$ cat config.mk
export PLATFORM = sky130hd
export DESIGN_NAME = psum_collector
export DESIGN_NICKNAME = d
export VERILOG_FILES = /design/src/rtl/psum_collector_pkg.sv /design/src/rtl/psum_collector_rr_arbiter.sv /design/src/rtl/psum_collector.sv
export SDC_FILE = /design/constraint.sdc
export NUM_CORES = 1
export LEC_CHECK = 0
export BUFFER_PORTS_ARGS = -buffer_cell sky130_fd_sc_hd__buf_2
export CAP_MARGIN = 15
export CORE_ASPECT_RATIO = 1.25
export CORE_MARGIN = 5
export CORE_UTILIZATION = 60
export DETAILED_ROUTE_END_ITERATION = 16
export PLACE_DENSITY = 0.8
export SYNTH_ARGS = -nofsm -noshare
export SYNTH_HDL_FRONTEND = slang
export SYNTH_SLANG_ARGS = --single-unit
$ cat constraint.sdc
create_clock -name clk -period 6.1 [get_ports clk]
set_input_delay 1.22 -clock clk [delete_from_list [all_inputs] [get_ports clk]]
set_output_delay 1.22 -clock clk [all_outputs]
set_load 0.01 [all_outputs]
$ cat src/rtl/psum_collector_pkg.sv
// Shared types and constants for the top-row psum collector.
// Packet layout, state encoding and the psum-to-byte conversion live here.
package psum_collector_pkg;

    localparam int PSUM_DATA_SIZE = 12;
    localparam int IFDATA_SIZE    = 8;
    localparam int NUM_FILTER     = 4;
    localparam int WORD_CNT_W     = 6;
    localparam int WORD_W         = NUM_FILTER * IFDATA_SIZE;

    typedef struct packed {
        logic                             valid;
        logic signed [PSUM_DATA_SIZE-1:0] psum;
        logic [1:0]                       filter_idx;
    } PSUM_PACKET;

    typedef enum logic [1:0] {
        ST_IDLE,
        ST_COLLECT,
        ST_FLUSH
    } collector_state_e;

    // ReLU, drop the fraction bits, clamp into one output byte.
    function automatic logic [IFDATA_SIZE-1:0] relu_shift_sat(
        input logic signed [PSUM_DATA_SIZE-1:0] p,
        input int                               shift
    );
        logic signed [PSUM_DATA_SIZE-1:0] s;
        s = p >>> shift;
        if (p < 0)
            return '0;
        if (int'(s) > (1 << IFDATA_SIZE) - 1)
            return '1;
        return s[IFDATA_SIZE-1:0];
    endfunction

endpackage

$ cat src/rtl/psum_collector_rr_arbiter.sv
// Round-robin arbiter: one-hot grant, priority starts just after the last
// accepted grant; the pointer only moves when the grant is actually taken.
module rr_arbiter #(
    parameter int N = 4
) (
    input  logic         clk,
    input  logic         rst,
    input  logic         clr,
    input  logic         accept,
    input  logic [N-1:0] req,
    output logic [N-1:0] grant
);

    localparam int PW = (N > 1) ? $clog2(N) : 1;

    logic [PW-1:0] ptr;
    logic [PW-1:0] gidx;

    // Walk from the farthest candidate back to ptr so the nearest request wins.
    always_comb begin
        grant = '0;
        gidx  = '0;
        for (int k = N - 1; k >= 0; k--) begin
            int            idx;
            logic [PW-1:0] idx_b;
            idx = int'(ptr) + k;
            if (idx >= N)
                idx = idx - N;
            idx_b = PW'(idx);
            if (req[idx_b]) begin
                grant        = '0;
                grant[idx_b] = 1'b1;
                gidx         = idx_b;
            end
        end
    end

    always_ff @(posedge clk or negedge rst) begin
        if (!rst)
            ptr <= '0;
        else if (clr)
            ptr <= '0;
        else if (accept)
            ptr <= (gidx == PW'(N - 1)) ? '0 : gidx + 1'b1;
    end

endmodule

$ cat src/rtl/psum_collector.sv
// Collects top-row psum packets from the PE columns, converts them to bytes
// and packs four bytes per filter into 32-bit writes with per-filter addresses.
module psum_collector
    import psum_collector_pkg::*;
#(
    parameter int NUM_COL   = 4,
    parameter int OUT_SHIFT = 5
) (
    input  logic                      clk,
    input  logic                      rst,
    input  logic                      start,
    input  logic                      flush,
    input  PSUM_PACKET [NUM_COL-1:0]  psum_in,
    output logic [NUM_COL-1:0]        psum_ack,
    output logic                      wr_valid,
    input  logic                      wr_ready,
    output logic [WORD_W-1:0]         wr_data,
    output logic [7:0]                wr_addr,
    output logic                      busy,
    output logic                      done
);

    collector_state_e state;

    logic [WORD_W-1:0]     lane_data [NUM_FILTER];
    logic [1:0]            lane_cnt  [NUM_FILTER];
    logic [WORD_CNT_W-1:0] word_cnt  [NUM_FILTER];

    logic [NUM_COL-1:0]               req;
    logic [NUM_COL-1:0]               grant;
    logic signed [PSUM_DATA_SIZE-1:0] sel_psum;
    logic [1:0]                       sel_fi;
    logic [IFDATA_SIZE-1:0]           sel_byte;
    logic                             sel_completes;
    logic                             out_free;
    logic                             drain;
    logic                             blocked;
    logic                             take;
    logic                             flush_any;
    logic [1:0]                       flush_lane;

    // start wins over collection: nothing is taken while counters are cleared.
    always_comb begin
        req = '0;
        for (int c = 0; c < NUM_COL; c++)
            req[c] = psum_in[c].valid;
        if (state != ST_COLLECT || start)
            req = '0;
    end

    rr_arbiter #(.N(NUM_COL)) u_arb (
        .clk    (clk),
        .rst    (rst),
        .clr    (start),
        .accept (take),
        .req    (req),
        .grant  (grant)
    );

    always_comb begin
        sel_psum = '0;
        sel_fi   = '0;
        for (int c = 0; c < NUM_COL; c++) begin
            if (grant[c]) begin
                sel_psum = psum_in[c].psum;
                sel_fi   = psum_in[c].filter_idx;
            end
        end
    end

    assign sel_byte      = relu_shift_sat(sel_psum, OUT_SHIFT);
    assign drain         = wr_valid && wr_ready;
    assign out_free      = !wr_valid || wr_ready;
    assign sel_completes = (lane_cnt[sel_fi] == 2'd3);
    // A word-completing packet must wait until the output register can take it.
    assign blocked       = sel_completes && !out_free;
    assign take          = (|grant) && !blocked;
    assign psum_ack      = take ? grant : '0;
    assign busy          = (state != ST_IDLE);

    // Lowest-numbered non-empty lane drains first.
    always_comb begin
        flush_any  = 1'b0;
        flush_lane = '0;
        for (int f = NUM_FILTER - 1; f >= 0; f--) begin
            if (lane_cnt[f] != 2'd0) begin
                flush_any  = 1'b1;
                flush_lane = 2'(f);
            end
        end
    end

    always_ff @(posedge clk or negedge rst) begin
        if (!rst) begin
            state    <= ST_IDLE;
            wr_valid <= 1'b0;
            wr_data  <= '0;
            wr_addr  <= '0;
            done     <= 1'b0;
            for (int f = 0; f < NUM_FILTER; f++) begin
                lane_data[f] <= '0;
                lane_cnt[f]  <= '0;
                word_cnt[f]  <= '0;
            end
        end else begin
            done <= 1'b0;
            if (drain)
                wr_valid <= 1'b0;

            if (start) begin
                state <= ST_COLLECT;
                for (int f = 0; f < NUM_FILTER; f++) begin
                    lane_data[f] <= '0;
                    lane_cnt[f]  <= '0;
                    word_cnt[f]  <= '0;
                end
            end else begin
                case (state)
                    ST_IDLE: ;
                    ST_COLLECT: begin
                        if (take) begin
                            if (sel_completes) begin
                                wr_valid          <= 1'b1;
                                wr_data           <= {sel_byte, lane_data[sel_fi][3*IFDATA_SIZE-1:0]};
                                wr_addr           <= {sel_fi, word_cnt[sel_fi]};
                                word_cnt[sel_fi]  <= word_cnt[sel_fi] + 1'b1;
                                lane_data[sel_fi] <= '0;
                                lane_cnt[sel_fi]  <= '0;
                            end else begin
                                lane_data[sel_fi][{lane_cnt[sel_fi], 3'b000} +: IFDATA_SIZE] <= sel_byte;
                                lane_cnt[sel_fi] <= lane_cnt[sel_fi] + 1'b1;
                            end
                        end
                        if (flush)
                            state <= ST_FLUSH;
                    end
                    ST_FLUSH: begin
                        if (flush_any && out_free) begin
                            // Lanes are zeroed on clear, so unused bytes go out as zero.
                            wr_valid              <= 1'b1;
                            wr_data               <= lane_data[flush_lane];
                            wr_addr               <= {flush_lane, word_cnt[flush_lane]};
                            word_cnt[flush_lane]  <= word_cnt[flush_lane] + 1'b1;
                            lane_data[flush_lane] <= '0;
                            lane_cnt[flush_lane]  <= '0;
                        end else if (!flush_any && !wr_valid) begin
                            state <= ST_IDLE;
                            done  <= 1'b1;
                        end
                    end
                    default: state <= ST_IDLE;
                endcase
            end
        end
    end

endmodule
==> results.toml <==
[global_route]
gr-usage-all-layers_pct = 32.0
antenna_found_initial = 0
grt_pass1_vias = 11500
grt_max_degree = 107
grt_first_pass_wirelength_um = 59700
overflow = 0

[critical_path]
r2r_cells = 21
critical_path.startpoint = "state[1]"
r2r_setup_slack_ns = 0.46
crit_arrival_ns = 4.67
path_class = "reg2out"
critPathCapture = "psum_ack[2]"
end_kind = "output pin"
worstSetupStartpointType = "flip-flop"
crit_required_ns = 4.88
r2r_start = "state[1]"
timing.rr.end = "word_cnt[9]"
worst-path-max-fanout = 17

[floorplan]
start_util_pct = 60.8
die_w_um = 137
die_area_um2 = 23300
coreArea_um2 = 20000
rows = 58
ios = 112
dieHeight_um = 169

[drt]
routedWlPerCell_um = 20.5
viasPerCell = 6.39
drt_first_iter_violations = 1437
vias = 11600
wl_um = 37300
ant_nets = 0
firstDrtPassIters = 6
route.detailed.drc = 0

[yosys]
syn_nets = 1562
post-synth-top-area-fraction_pct = 42.3
synth_area_um2 = 12200
synth_ff_type = "dfrtp_1"
yosysSeqAreaShare_pct = 42.3
synthArstFlopShare_pct = 100
ys_top_cells_by_area = "dfrtp_1, nand2_1, o21ai_0"
synth_edf_count = 0
ys_ff_latch = 206
synth_warnings = 0
netlist_instances = 1478
synth_area_per_cell_um2 = 8.24
yosysTopAreaCell = "dfrtp_1"
synth_cell_types = 66

[timing]
rsz0062_at_grt = "false"
clock_skew_ns = 0.0158
finalHoldViolCount = 0
max_freq_mhz = 170
fin_crit_ns = 5.89
hold_ws_ns = 0.473
tns_ns = 0
setup-violations-final = 0
drv_slew = 0
period_share_pct = 96.5
worstMarginPinSlew_ns = 1.10
relSlewSlack_pct = 26.5
setup_slack_ns = 0.214

[cts]
cts-root-buf = "clkbuf_16"
clkSinkCount = 206
ctsHoldBuffers = 0
ctsResizeCount = 0
path_clk_slew_ns = 0.06
htree_levels = 1
cts_buffer_depth = 3
numCtsBuffers = 22
cts_setup_buffers = 0
clk-insertion-delay-late_ns = 0.52
cts_tree = "yes"

[power]
cellLeakagePower_nw = 5.89
power-per-cell-area_nw_per_um2 = 643
switching_share_pct = 53.7
p_seq_share_pct = 20.0
internal_power_w = 0.00406
clkPwrFrac_pct = 15.8
switchingPower_w = 0.00471
comb_power_share_pct = 64.2
ir_drop_mv = 0.378
total_power_w = 0.00876

[place]
finalWeightedCongestion = 0.948
dp_cells = 1783
dp_hpwl_um = 24500
io_buffers = 91
place_worst_setup_slack_ns = 0.110

[layout]
final_layout_size_suffix_gt1_share_pct = 13.1
antenna_cells = 0
n_fill_cell = 1662
nets = 1622
areaGrowthSynthToFinish_pct = 11.9
instances_no_fill = 1823

[hold_path]
hold_class = "reg2reg"
hold_start = "wr_data[19]"

[job]
maxCapViolCount = 0

[run_status]
status = "completed"
critical path, cell delays in order, from the launching register on:
cell     delay, ns
dfrtp_1       0.42
inv_1         0.10
ha_1          0.38
or3b_4        0.46
o22ai_4       0.25
nand3_1       0.17
a31oi_4       0.45
mux2i_1       0.44
o211a_4       0.38
nand2_1       0.09
nand3_1       0.08
and2_1        0.26
ha_2          0.23
and2_1        0.23
nor2b_1       0.07
buf_2         0.14
layout by cell type, fill, tap and decap left out, types with 13 or more instances in the layout:
cell         n
clkbuf_16   23
and2_1      37
buf_2       90
nand3_1     33
nor2b_1     20
ha_1        17
mux2i_1     55
nor2_1      90
o31ai_1     13
buf_4       34
and3_1      25
a22oi_1     34
dfrtp_1    206
o21ai_1     25
a311oi_1    25
o21ai_0    177
a21oi_1    170
nand2_1    318
cells in the mapped netlist, types with 13 or more instances:
| cell type | n |
|---|---|
| o21ai_1 | 25 |
| a21oi_1 | 171 |
| ha_1 | 19 |
| clkbuf_1 | 56 |
| mux2i_1 | 55 |
| nand3_1 | 34 |
| and3_1 | 25 |
| and2_1 | 37 |
| buf_2 | 15 |
| a22oi_1 | 34 |
| a311oi_1 | 25 |
| o21ai_0 | 177 |
| nor2_1 | 91 |
| o31ai_1 | 13 |
| dfrtp_1 | 206 |
| nor2b_1 | 20 |
| nand2_1 | 319 |
per-stage QoR:
stage | util, % | cell area, um^2
2_1_floorplan | - | 12200
3_3_place_gp | 64.3 | 12900
3_5_place_dp | 64.3 | 12900
4_1_cts | 68.0 | 13600
5_1_grt | 68.1 | 13600
6_report | 68.1 | 13600
cell families after synthesis:
family,synth area share (%)
adders and majority gates,1.95
muxes,4.89
and+or+nand+nor,20.8
DFF,42.3
buffers and inverters,3.76
xor gates and xnor gates,0.575
AOI/OAI and AO/OA,25.7
layout make-up:
class	instances	area (um^2)	area share (%)
multi-input cells	1170	6620	48.6
flip-flops and latches	206	5150	37.8
repair buffers	126	731	5.36
clock buffers	33	683	5.01
well taps	270	338	2.48
clock inverters	6	58.8	0.431
inverters	12	45.0	0.330
power by group through the flow:
stage | sequential (W) | combinational [W] | clock (W)
3_3_place_gp | 0.00177 | 0.00533 | 0
5_1_grt | 0.00179 | 0.00602 | 0.00144
6_report | 0.00176 | 0.00562 | 0.00139
4_1_cts | 0.00175 | 0.00546 | 0.00138
3_5_place_dp | 0.00178 | 0.00542 | 0
2_1_floorplan | 0.00179 | 0.00375 | 0
worst min path at each step:
stage | to | slack (ns) | cells after the start
detailed placement | wr_data[19] | 0.46 | 2
floorplan | lane_data[88] | 0.45 | 2
finish | wr_data[19] | 0.47 | 2
global route | wr_addr[0] | 0.50 | 2
global placement | wr_data[31] | 0.46 | 2
CTS | wr_data[25] | 0.48 | 2
state kept, by name, indices dropped and copies added (netlist names):
signal / cells
u_arb.ptr: 2
lane_data: 128
wr_addr: 8
wr_data: 32
lane_cnt: 8
wr_valid: 1
done: 1
word_cnt: 24
state: 2
per-layer routing:
layer	up-vias	track usage, %	wire length, um
met2	635	53.0	18000
met5	-	0	0
met4	0	14.3	1670
met3	135	4.60	3410
met1	5502	41.8	14200
li1	5377	-	-
(Power assumes the default switching activity.)
